File: src/rtl/copro_issue_sched.sv
// In-order issue scheduler between the CV-X-IF offload front-end and the single-cycle ALU.
// Issue is credit-gated: an op only leaves the IQ when its result is sure of an RQ slot.
module copro_issue_sched #(
   parameter int unsigned     XLEN        = 32,
   parameter int unsigned     NrRgprPorts = 2,
   parameter int unsigned     OP_W        = 4,
   parameter int unsigned     ID_W        = 4,
   parameter int unsigned     HART_W      = 1,
   parameter int unsigned     IQ_DEPTH    = 4,
   parameter int unsigned     RQ_DEPTH    = 2,
   parameter logic [OP_W-1:0] IDLE_OP     = 4'hF
) (
   input  logic                        clk_i,
   input  logic                        rst_ni,
   input  logic                        flush_i,
   input  logic                        req_valid_i,
   output logic                        req_ready_o,
   input  logic [OP_W-1:0]             req_opcode_i,
   input  logic [NrRgprPorts*XLEN-1:0] req_rs_i,
   input  logic [4:0]                  req_rd_i,
   input  logic [5:0]                  req_imm_i,
   input  logic [ID_W-1:0]             req_id_i,
   input  logic [HART_W-1:0]           req_hartid_i,
   output logic [OP_W-1:0]             alu_opcode_o,
   output logic [NrRgprPorts*XLEN-1:0] alu_rs_o,
   output logic [4:0]                  alu_rd_o,
   output logic [5:0]                  alu_imm_o,
   output logic [ID_W-1:0]             alu_id_o,
   output logic [HART_W-1:0]           alu_hartid_o,
   input  logic                        alu_valid_i,
   input  logic [XLEN-1:0]             alu_result_i,
   input  logic [4:0]                  alu_rd_i,
   input  logic                        alu_we_i,
   input  logic [ID_W-1:0]             alu_id_i,
   input  logic [HART_W-1:0]           alu_hartid_i,
   output logic                        res_valid_o,
   input  logic                        res_ready_i,
   output logic [XLEN-1:0]             res_data_o,
   output logic [4:0]                  res_rd_o,
   output logic                        res_we_o,
   output logic [ID_W-1:0]             res_id_o,
   output logic [HART_W-1:0]           res_hartid_o,
   output logic                        busy_o,
   output logic                        drop_o
);

   localparam int unsigned RsW    = NrRgprPorts * XLEN;
   localparam int unsigned IqPtrW = $clog2(IQ_DEPTH);
   localparam int unsigned RqPtrW = $clog2(RQ_DEPTH);

   logic [OP_W-1:0]   iq_op_q   [IQ_DEPTH];
   logic [RsW-1:0]    iq_rs_q   [IQ_DEPTH];
   logic [4:0]        iq_rd_q   [IQ_DEPTH];
   logic [5:0]        iq_imm_q  [IQ_DEPTH];
   logic [ID_W-1:0]   iq_id_q   [IQ_DEPTH];
   logic [HART_W-1:0] iq_hart_q [IQ_DEPTH];
   logic [IqPtrW-1:0] iq_wptr_q, iq_wptr_d, iq_rptr_q, iq_rptr_d;
   logic [IqPtrW:0]   iq_cnt_q, iq_cnt_d;

   logic [XLEN-1:0]   rq_data_q [RQ_DEPTH];
   logic [4:0]        rq_rd_q   [RQ_DEPTH];
   logic              rq_we_q   [RQ_DEPTH];
   logic [ID_W-1:0]   rq_id_q   [RQ_DEPTH];
   logic [HART_W-1:0] rq_hart_q [RQ_DEPTH];
   logic [RqPtrW-1:0] rq_wptr_q, rq_wptr_d, rq_rptr_q, rq_rptr_d;
   logic [RqPtrW:0]   rq_cnt_q, rq_cnt_d;

   logic              inflight_q, inflight_d;
   logic              iq_empty, iq_full, rq_empty, rq_full;
   logic              iq_push, iq_pop, rq_push, rq_pop, issue;
   logic [RqPtrW+1:0] rq_used;

   assign iq_empty    = (iq_cnt_q == '0);
   assign iq_full     = (iq_cnt_q == (IqPtrW+1)'(IQ_DEPTH));
   assign rq_empty    = (rq_cnt_q == '0);
   assign rq_full     = (rq_cnt_q == (RqPtrW+1)'(RQ_DEPTH));

   assign req_ready_o = !iq_full && !flush_i;
   assign iq_push     = req_valid_i && req_ready_o;
   assign rq_pop      = !rq_empty && res_ready_i;

   // Slots committed to results next cycle: occupancy plus the op in the ALU, minus this pop.
   assign rq_used = {1'b0, rq_cnt_q} + {{(RqPtrW+1){1'b0}}, inflight_q}
                    - {{(RqPtrW+1){1'b0}}, rq_pop};
   assign issue   = !iq_empty && !flush_i && (rq_used < (RqPtrW+2)'(RQ_DEPTH));
   assign iq_pop  = issue;

   // A result landing during a flush is discarded silently.
   assign rq_push    = inflight_q && alu_valid_i && !flush_i;
   assign drop_o     = inflight_q && !alu_valid_i && !flush_i;
   assign inflight_d = issue;
   assign busy_o     = !iq_empty || inflight_q || !rq_empty;

   always_comb begin
      iq_wptr_d = iq_wptr_q;
      iq_rptr_d = iq_rptr_q;
      iq_cnt_d  = iq_cnt_q;
      if (flush_i) begin
         iq_wptr_d = '0;
         iq_rptr_d = '0;
         iq_cnt_d  = '0;
      end else begin
         if (iq_push) iq_wptr_d = iq_wptr_q + IqPtrW'(1);
         if (iq_pop)  iq_rptr_d = iq_rptr_q + IqPtrW'(1);
         case ({iq_push, iq_pop})
            2'b10:   iq_cnt_d = iq_cnt_q + (IqPtrW+1)'(1);
            2'b01:   iq_cnt_d = iq_cnt_q - (IqPtrW+1)'(1);
            default: iq_cnt_d = iq_cnt_q;
         endcase
      end
   end

   always_comb begin
      rq_wptr_d = rq_wptr_q;
      rq_rptr_d = rq_rptr_q;
      rq_cnt_d  = rq_cnt_q;
      if (rq_push) rq_wptr_d = rq_wptr_q + RqPtrW'(1);
      if (rq_pop)  rq_rptr_d = rq_rptr_q + RqPtrW'(1);
      case ({rq_push, rq_pop})
         2'b10:   rq_cnt_d = rq_cnt_q + (RqPtrW+1)'(1);
         2'b01:   rq_cnt_d = rq_cnt_q - (RqPtrW+1)'(1);
         default: rq_cnt_d = rq_cnt_q;
      endcase
   end

   always_ff @(posedge clk_i or negedge rst_ni) begin
      if (!rst_ni) begin
         iq_wptr_q  <= '0;
         iq_rptr_q  <= '0;
         iq_cnt_q   <= '0;
         rq_wptr_q  <= '0;
         rq_rptr_q  <= '0;
         rq_cnt_q   <= '0;
         inflight_q <= 1'b0;
      end else begin
         iq_wptr_q  <= iq_wptr_d;
         iq_rptr_q  <= iq_rptr_d;
         iq_cnt_q   <= iq_cnt_d;
         rq_wptr_q  <= rq_wptr_d;
         rq_rptr_q  <= rq_rptr_d;
         rq_cnt_q   <= rq_cnt_d;
         inflight_q <= inflight_d;
      end
   end

   // Payload storage needs no reset: outputs are gated by occupancy.
   always_ff @(posedge clk_i) begin
      if (iq_push) begin
         iq_op_q[iq_wptr_q]   <= req_opcode_i;
         iq_rs_q[iq_wptr_q]   <= req_rs_i;
         iq_rd_q[iq_wptr_q]   <= req_rd_i;
         iq_imm_q[iq_wptr_q]  <= req_imm_i;
         iq_id_q[iq_wptr_q]   <= req_id_i;
         iq_hart_q[iq_wptr_q] <= req_hartid_i;
      end
      if (rq_push) begin
         rq_data_q[rq_wptr_q] <= alu_result_i;
         rq_rd_q[rq_wptr_q]   <= alu_rd_i;
         rq_we_q[rq_wptr_q]   <= alu_we_i;
         rq_id_q[rq_wptr_q]   <= alu_id_i;
         rq_hart_q[rq_wptr_q] <= alu_hartid_i;
      end
   end

   always_comb begin
      alu_opcode_o = IDLE_OP;
      alu_rs_o     = '0;
      alu_rd_o     = '0;
      alu_imm_o    = '0;
      alu_id_o     = '0;
      alu_hartid_o = '0;
      if (issue) begin
         alu_opcode_o = iq_op_q[iq_rptr_q];
         alu_rs_o     = iq_rs_q[iq_rptr_q];
         alu_rd_o     = iq_rd_q[iq_rptr_q];
         alu_imm_o    = iq_imm_q[iq_rptr_q];
         alu_id_o     = iq_id_q[iq_rptr_q];
         alu_hartid_o = iq_hart_q[iq_rptr_q];
      end
   end

   always_comb begin
      res_valid_o  = !rq_empty;
      res_data_o   = '0;
      res_rd_o     = '0;
      res_we_o     = 1'b0;
      res_id_o     = '0;
      res_hartid_o = '0;
      if (!rq_empty) begin
         res_data_o   = rq_data_q[rq_rptr_q];
         res_rd_o     = rq_rd_q[rq_rptr_q];
         res_we_o     = rq_we_q[rq_rptr_q];
         res_id_o     = rq_id_q[rq_rptr_q];
         res_hartid_o = rq_hart_q[rq_rptr_q];
      end
   end

   rq_no_overflow: assert property (@(posedge clk_i) disable iff (!rst_ni) !(rq_push && rq_full));

endmodule

File: config.mk
export PLATFORM = sky130hd
export DESIGN_NAME = copro_issue_sched
export DESIGN_NICKNAME = d
export VERILOG_FILES = /design/src/rtl/copro_issue_sched.sv
export SDC_FILE = /design/constraint.sdc
export NUM_CORES = 1
export LEC_CHECK = 0
export CAP_MARGIN = 20
export CORE_ASPECT_RATIO = 0.5
export CORE_MARGIN = 2
export CORE_UTILIZATION = 57
export DETAILED_ROUTE_END_ITERATION = 8
export DONT_BUFFER_PORTS = 1
export PLACE_DENSITY = 0.76
export RECOVER_POWER = 100
export SYNTH_ARGS = -nofsm -noshare
export SYNTH_HDL_FRONTEND = slang
export SYNTH_SLANG_ARGS = --single-unit
File: constraint.sdc
create_clock -name clk_i -period 3.6 [get_ports clk_i]
set_input_delay 0.72 -clock clk_i [delete_from_list [all_inputs] [get_ports clk_i]]
set_output_delay 0.72 -clock clk_i [all_outputs]
set_load 0.05 [all_outputs]
# Word level (Yosys, flattened, before mapping)
# Memory sizes are Yosys's and may differ from the RTL's.
# Cells that the tools add are included.
# word_totals
regBits	12
ramBits	422
in_bits	133
out_inout_bits	131
word_cells	78
memories	11
# memory_table
memory	depth	word_bits	read_ports	rd_clocked_by_memory_dff	wr	line_no	text
iq_rs_q	4	64	1	0	1	52	logic [RsW-1:0] iq_rs_q [IQ_DEPTH];
rq_data_q	2	32	1	0	1	60	logic [XLEN-1:0] rq_data_q [RQ_DEPTH];
iq_imm_q	4	6	1	0	1	54	logic [5:0] iq_imm_q [IQ_DEPTH];
iq_rd_q	4	5	1	0	1	53	logic [4:0] iq_rd_q [IQ_DEPTH];
iq_id_q	4	4	1	0	1	55	logic [ID_W-1:0] iq_id_q [IQ_DEPTH];
iq_op_q	4	4	1	0	1	51	logic [OP_W-1:0] iq_op_q [IQ_DEPTH];
+5 memories	n/a	n/a	n/a	n/a	n/a	n/a	
# classes
n_addsub	10
n_lt_le_gt_ge	1
eq_ne	5
n_mux	22
n_reduce_logical	22
# op_table
operator	n
$mux W64	1
$mux W32	1
$mux W4	3
$mux W5	2
$logic_and A1 B1 Y1	9
$mux W2	4
$mux W1	7
$add A2 B1 Y2 const B	3
$mux W6	1
$pmux W3 S2	1
$reduce_bool A2 Y1	3
$logic_not A1 Y1	5
$eq A2 B1 Y1 const B	2
$eq A2 B2 Y1 const B	2
$pmux W2 S2	1
$add A2 B1 Y3	1
$add A3 B1 Y3 const B	1
$eq A3 B3 Y1 const B	1
$logic_not A3 Y1	1
$lt A3 B2 Y1 const B	1
$mux W3	1
$reduce_bool A3 Y1	1
$sub A3 B1 Y3	1
$sub A3 B1 Y3 const B	1
other kinds (4)	6

# Logic depth before layout (Yosys ltp)
# logic_depth
ltp_word	9
ltp_mapped	15
mapped_depth_nobuf	14

# Least setup slack after synthesis
# No wires, ideal clock.
# synth_path
path_kind	reg2out
start	register rq_cnt_q[1]
end	output alu_hartid_o
arrival_ps	3341
required_time_ps	2880
setup_slack_ps	-461
stages_incl_launch_ff	12
n_path_buf	1
cell_sequence	dfrtp_1 > nor2_1 > inv_1 > and2_1 > ha_1 > nand2b_1 > fa_1 > xnor2_2 > nand3_4 > nor2_4 > clkbuf_1 > and2_1
# synth_between
elab_chain_cells	7
elab_cells_between_ends	8
classes_between	add/sub (2); order compare (1); mux (1); reduce/logical (4)
# synth_lines
item	line_no	text
start, declared	66	logic [RqPtrW:0] rq_cnt_q, rq_cnt_d;
start signal, assigned	141	rq_cnt_q <= rq_cnt_d;
$logic_not A2 Y1	75	assign rq_empty = (rq_cnt_q == '0);
$logic_not A1 Y1	n/a	
via res_valid_o	36	output logic res_valid_o,
$logic_and A1 B1 Y1	80	assign rq_pop = !rq_empty && res_ready_i;
via rq_pop	70	logic iq_push, iq_pop, rq_push, rq_pop, issue;
$sub A3 B1 Y3	84	- {{(RqPtrW+1){1'b0}}, rq_pop};
$lt A3 B2 Y1	85	assign issue = !iq_empty && !flush_i && (rq_used < (RqPtrW+2)'(RQ_DEPTH));
$logic_and A1 B1 Y1	85	
$mux W1	172	if (issue) begin
end, declared	29	output logic [HART_W-1:0] alu_hartid_o,
# The timed path passes the listed nets, and every way through them passes these cells.

# Worst setup path after layout
# layout_path
start	register rq_cnt_q[1]
end	output alu_id_o[0]
# layout_between
elab_chain_cells	7
elab_cells_between_ends	8
classes_between	add/sub (2); order compare (1); mux (1); reduce/logical (4)
# layout_lines
item	line_no	text
$logic_not A2 Y1	75	
$logic_not A1 Y1	n/a	
$logic_and A1 B1 Y1	80	
via rq_pop	70	
$sub A3 B1 Y3	84	
$lt A3 B2 Y1	85	
$logic_and A1 B1 Y1	85	
$mux W4	172	
end, declared	28	output logic [ID_W-1:0] alu_id_o,
# The timed path passes the listed nets, and every way through them passes these cells.

==> summary.md <==
| Metric | Value |
|---|---|
| Clock Root Buffer | `clkbuf_16` |
| Status | `finished, violations left` |
| Worst Hold Launch | `flush_i` |
| Syn avg cell area | `21.02 um2` |
| Cell variety after synth | `35` |
| RR Endpoint | `iq_cnt_q[2]` |
| PwrDens | `734.2 nW/um2` |
| Pre-CTS setup slack | `17.14 ps` |
| Critical path capture point type | `primary output` |
| Setup TNS | `-9999 ps` |
| Number of fill cells | `1807` |
| Hold Path Cell Cnt | `1` |
| Hold Path Class | `input pin to flip-flop` |
| Setup Viol. Count Final | `84` |
| Sequential share of the synthesized area | `77.53%` |
| Area leader, netlist | `edfxtp_1` |
| Drt via density | `5.864` |
| Clk sinks | `434` |
| Worst Hold Path EP | `iq_cnt_q[2]` |
| Final WL | `32.08 mm` |
| Reg2reg setup slack | `330 ps` |
| Avg WL per Cell | `24.58 um` |
| Area after DPL | `18140 um2` |
| DRC Markers | `0` |
| DIE HEIGHT | `125.2 um` |
| Reg-to-reg startpoint | `rq_cnt_q[1]` |
| Clock transition at the registers of the reported paths | `60 ps` |
| Drt pass-1 iters | `5` |
| Fin. max-slew vios | `0` |
| Peak supply drop | `0.0006169 V` |
| Antenna-violating nets left | `0` |
| Largest net degree at the start of global routing | `44` |
| Nets | `1027` |
| Area grow syn2layout | `17.27%` |
| Gpl congestion | `0.7622` |
| Fmax | `265.2 MHz` |
| WP data required | `2880 ps` |
| I/O pin cnt | `264` |
| All-layer global routing usage | `20.94%` |
| Ant diodes | `0` |
| Crit Path Max Fanout | `15` |
| Tightest Pin Transition | `941.3 ps` |
| Seq cells post-synth | `434` |
| Violated checks | `setup timing` |
| Fin crit period | `3770 ps` |
| Layout cells sized above 1 | `35.78%` |
| Longest Clk Path Bufs | `3` |
| Final period utilization | `104.7%` |
| Min Hold Slack | `261.9 ps` |
| Worst setup margin | `-170.1 ps` |
| Max-slew headroom | `37.01%` |
| # Max-Cap Violations | `0` |
| CP Launch Type | `flip-flop` |
| Port Buffers | `0` |
| Mapped Area | `16730 um2` |
| Critical Path AT | `3050 ps` |
| RSZ-0062 raised after global routing | `true` |
| Synth Instances | `796` |
| Final Hold Viols | `0` |
| Setup CP Type | `flip-flop to primary output` |
| Primary FF master, synth | `edfxtp_1` |
| Fin util | `67.76%` |
| Die width | `246.3 um` |
| First-pass GRT wire length | `47.88 mm` |
| Num CTS Buffers | `38` |
| Leakage power total | `6.466 nW` |
| EDFF count, synth | `422` |
| Worst reg-to-reg path cell count | `16` |
| Post-synthesis async set-or-reset flop share | `2.765%` |
| CTS H-tree lvls | `2` |
| CTS tree | `done` |
| Core box area | `28960 um2` |
| Die area | `30820 um2` |
| Vias in the first global route | `8007` |
| Initial antenna violation count | `0` |
| DP HPWL | `19.28 mm` |
| Num rows | `44` |
| Total gr overflow | `0` |
| Setup Skew | `15.32 ps` |
| Post-route cell area | `19620 um2` |
| Syn nets | `937` |
| Initial Utilization | `57.78%` |
| DRT iter0 DRCs | `568` |
| Yosys warnings | `0` |
| Post-synth top area share | `75.73%` |
| Clock Latency Late Sink | `530 ps` |
| Synth area leaders | `edfxtp_1 (76%), mux4_2 (11%), and2_1 (3.2%)` |
| DR vias | `7653` |
==> report_power, final <==
part	internal [mW]	leakage (nW)	switching, mW
sequential	5.86	3.98	0.205
clock	2.09	0.562	1.71
combinational	1.74	1.93	2.80
total	9.69	6.47	4.72
==> sequential cells by signal, indices dropped and copies added, names as in the netlist, 2 cells and up <==
signal	cells
iq_wptr_q	2
iq_cnt_q	3
iq_id_q	16
rq_cnt_q	2
iq_op_q	16
iq_imm_q	24
rq_we_q	2
iq_rd_q	20
iq_rptr_q	2
rq_rd_q	10
rq_data_q	64
iq_hart_q	4
iq_rs_q	256
rq_hart_q	2
rq_id_q	8
==> per-layer routing <==
metal / vias up / track usage (%) / wire, um
li1: 3337 / - / -
met2: 222 / 36.07 / 16560
met4: 0 / 5.280 / 642
met1: 4050 / 27.45 / 12870
met5: - / 0 / 0
met3: 44 / 4.680 / 2011
==> worst max-delay path, cell delays in order, from the launching register on <==
cell	delay, ps
dfrtp_1	410
nor2_4	130
inv_2	40
and2_4	140
ha_4	200
nand2b_4	130
fa_2	400
xnor2_4	190
nand3_4	110
nor2_4	140
buf_6	170
buf_16	180
and2_4	260
==> synth_stat cells (2+ instances only) <==
cell type / count
nor2_1: 51
buf_6: 6
dfrtp_1: 12
nor3_1: 3
xor2_1: 5
buf_2: 9
nand4b_1: 2
nand3b_1: 2
o21ai_0: 3
mux2i_1: 43
fa_1: 2
edfxtp_1: 422
xnor2_1: 3
or4b_1: 2
inv_1: 6
clkbuf_1: 22
or3_1: 6
nand2b_1: 3
ha_1: 6
nand4_1: 3
mux4_2: 84
o211ai_1: 2
a21oi_1: 3
and2_1: 85
==> repair_timing <==
item	in CTS	in global routing
pin swaps	24	23
setup buffers	8	3
hold buffers	1	0
setup endpoints to repair	84	84
resized for setup	89	5
hold endpoints to repair	12	0
cloned	5	0
==> metrics by stage <==
stage | cells | total power [mW]
final | 1305 | 14.41
after global routing | 1305 | 14.94
after CTS | 1306 | 14.56
after detailed placement | 1224 | 10.33
after global placement | 1224 | 10.27
after floorplan | 796 | 9.379
==> worst max-delay path by stage <==
stage	start	to
final	rq_cnt_q[1]	alu_id_o[0]
after global routing	rq_cnt_q[1]	alu_rs_o[14]
after CTS	rq_cnt_q[0]	alu_rd_o[3]
after detailed placement	res_ready_i	alu_rs_o[36]
after global placement	res_ready_i	alu_rs_o[48]
after floorplan	rq_cnt_q[1]	alu_hartid_o
==> logic make-up after synthesis <==
| kind of cell | after synthesis | synth area share [%] |
|---|---|---|
| adders and majority gates | 8 | 0.6880 |
| buffers and inverters | 45 | 1.376 |
| and+or+nand+nor | 163 | 5.608 |
| xor gates and xnor gates | 9 | 0.5160 |
| muxes | 128 | 13.97 |
| DFF | 434 | 77.53 |
| AOI/OAI and AO/OA | 9 | 0.3140 |
==> layout by cell type (no fill, tap or decap), types with 3 or more instances in the layout <==
master       n
clkbuf_1     7
nand4_1      3
mux4_2      84
buf_12      36
nor2_4       4
o21ai_0      3
clkbuf_16   39
xnor2_1      3
inv_1        5
a21oi_1      3
buf_4       48
ha_1         5
or3_4        5
nor3_1       3
nor2_1      48
dfrtp_1      9
clkinv_2     5
xor2_1       5
mux2i_1     43
clkinv_1    11
and2_4      85
edfxtp_1   422
==> area by class of cell <==
cell class	instances	area (um2)	area share (%)
Clock inverter	21	132.6	0.6759
Tap cell	391	489.2	2.493
Multi-Input combinational cell	317	3807	19.40
Inverter	6	22.52	0.1148
Sequential cell	434	12980	66.16
Timing Repair Buffer	89	1172	5.975
Clock buffer	47	1016	5.178
Note: power is estimated with default switching activity, not from simulation.
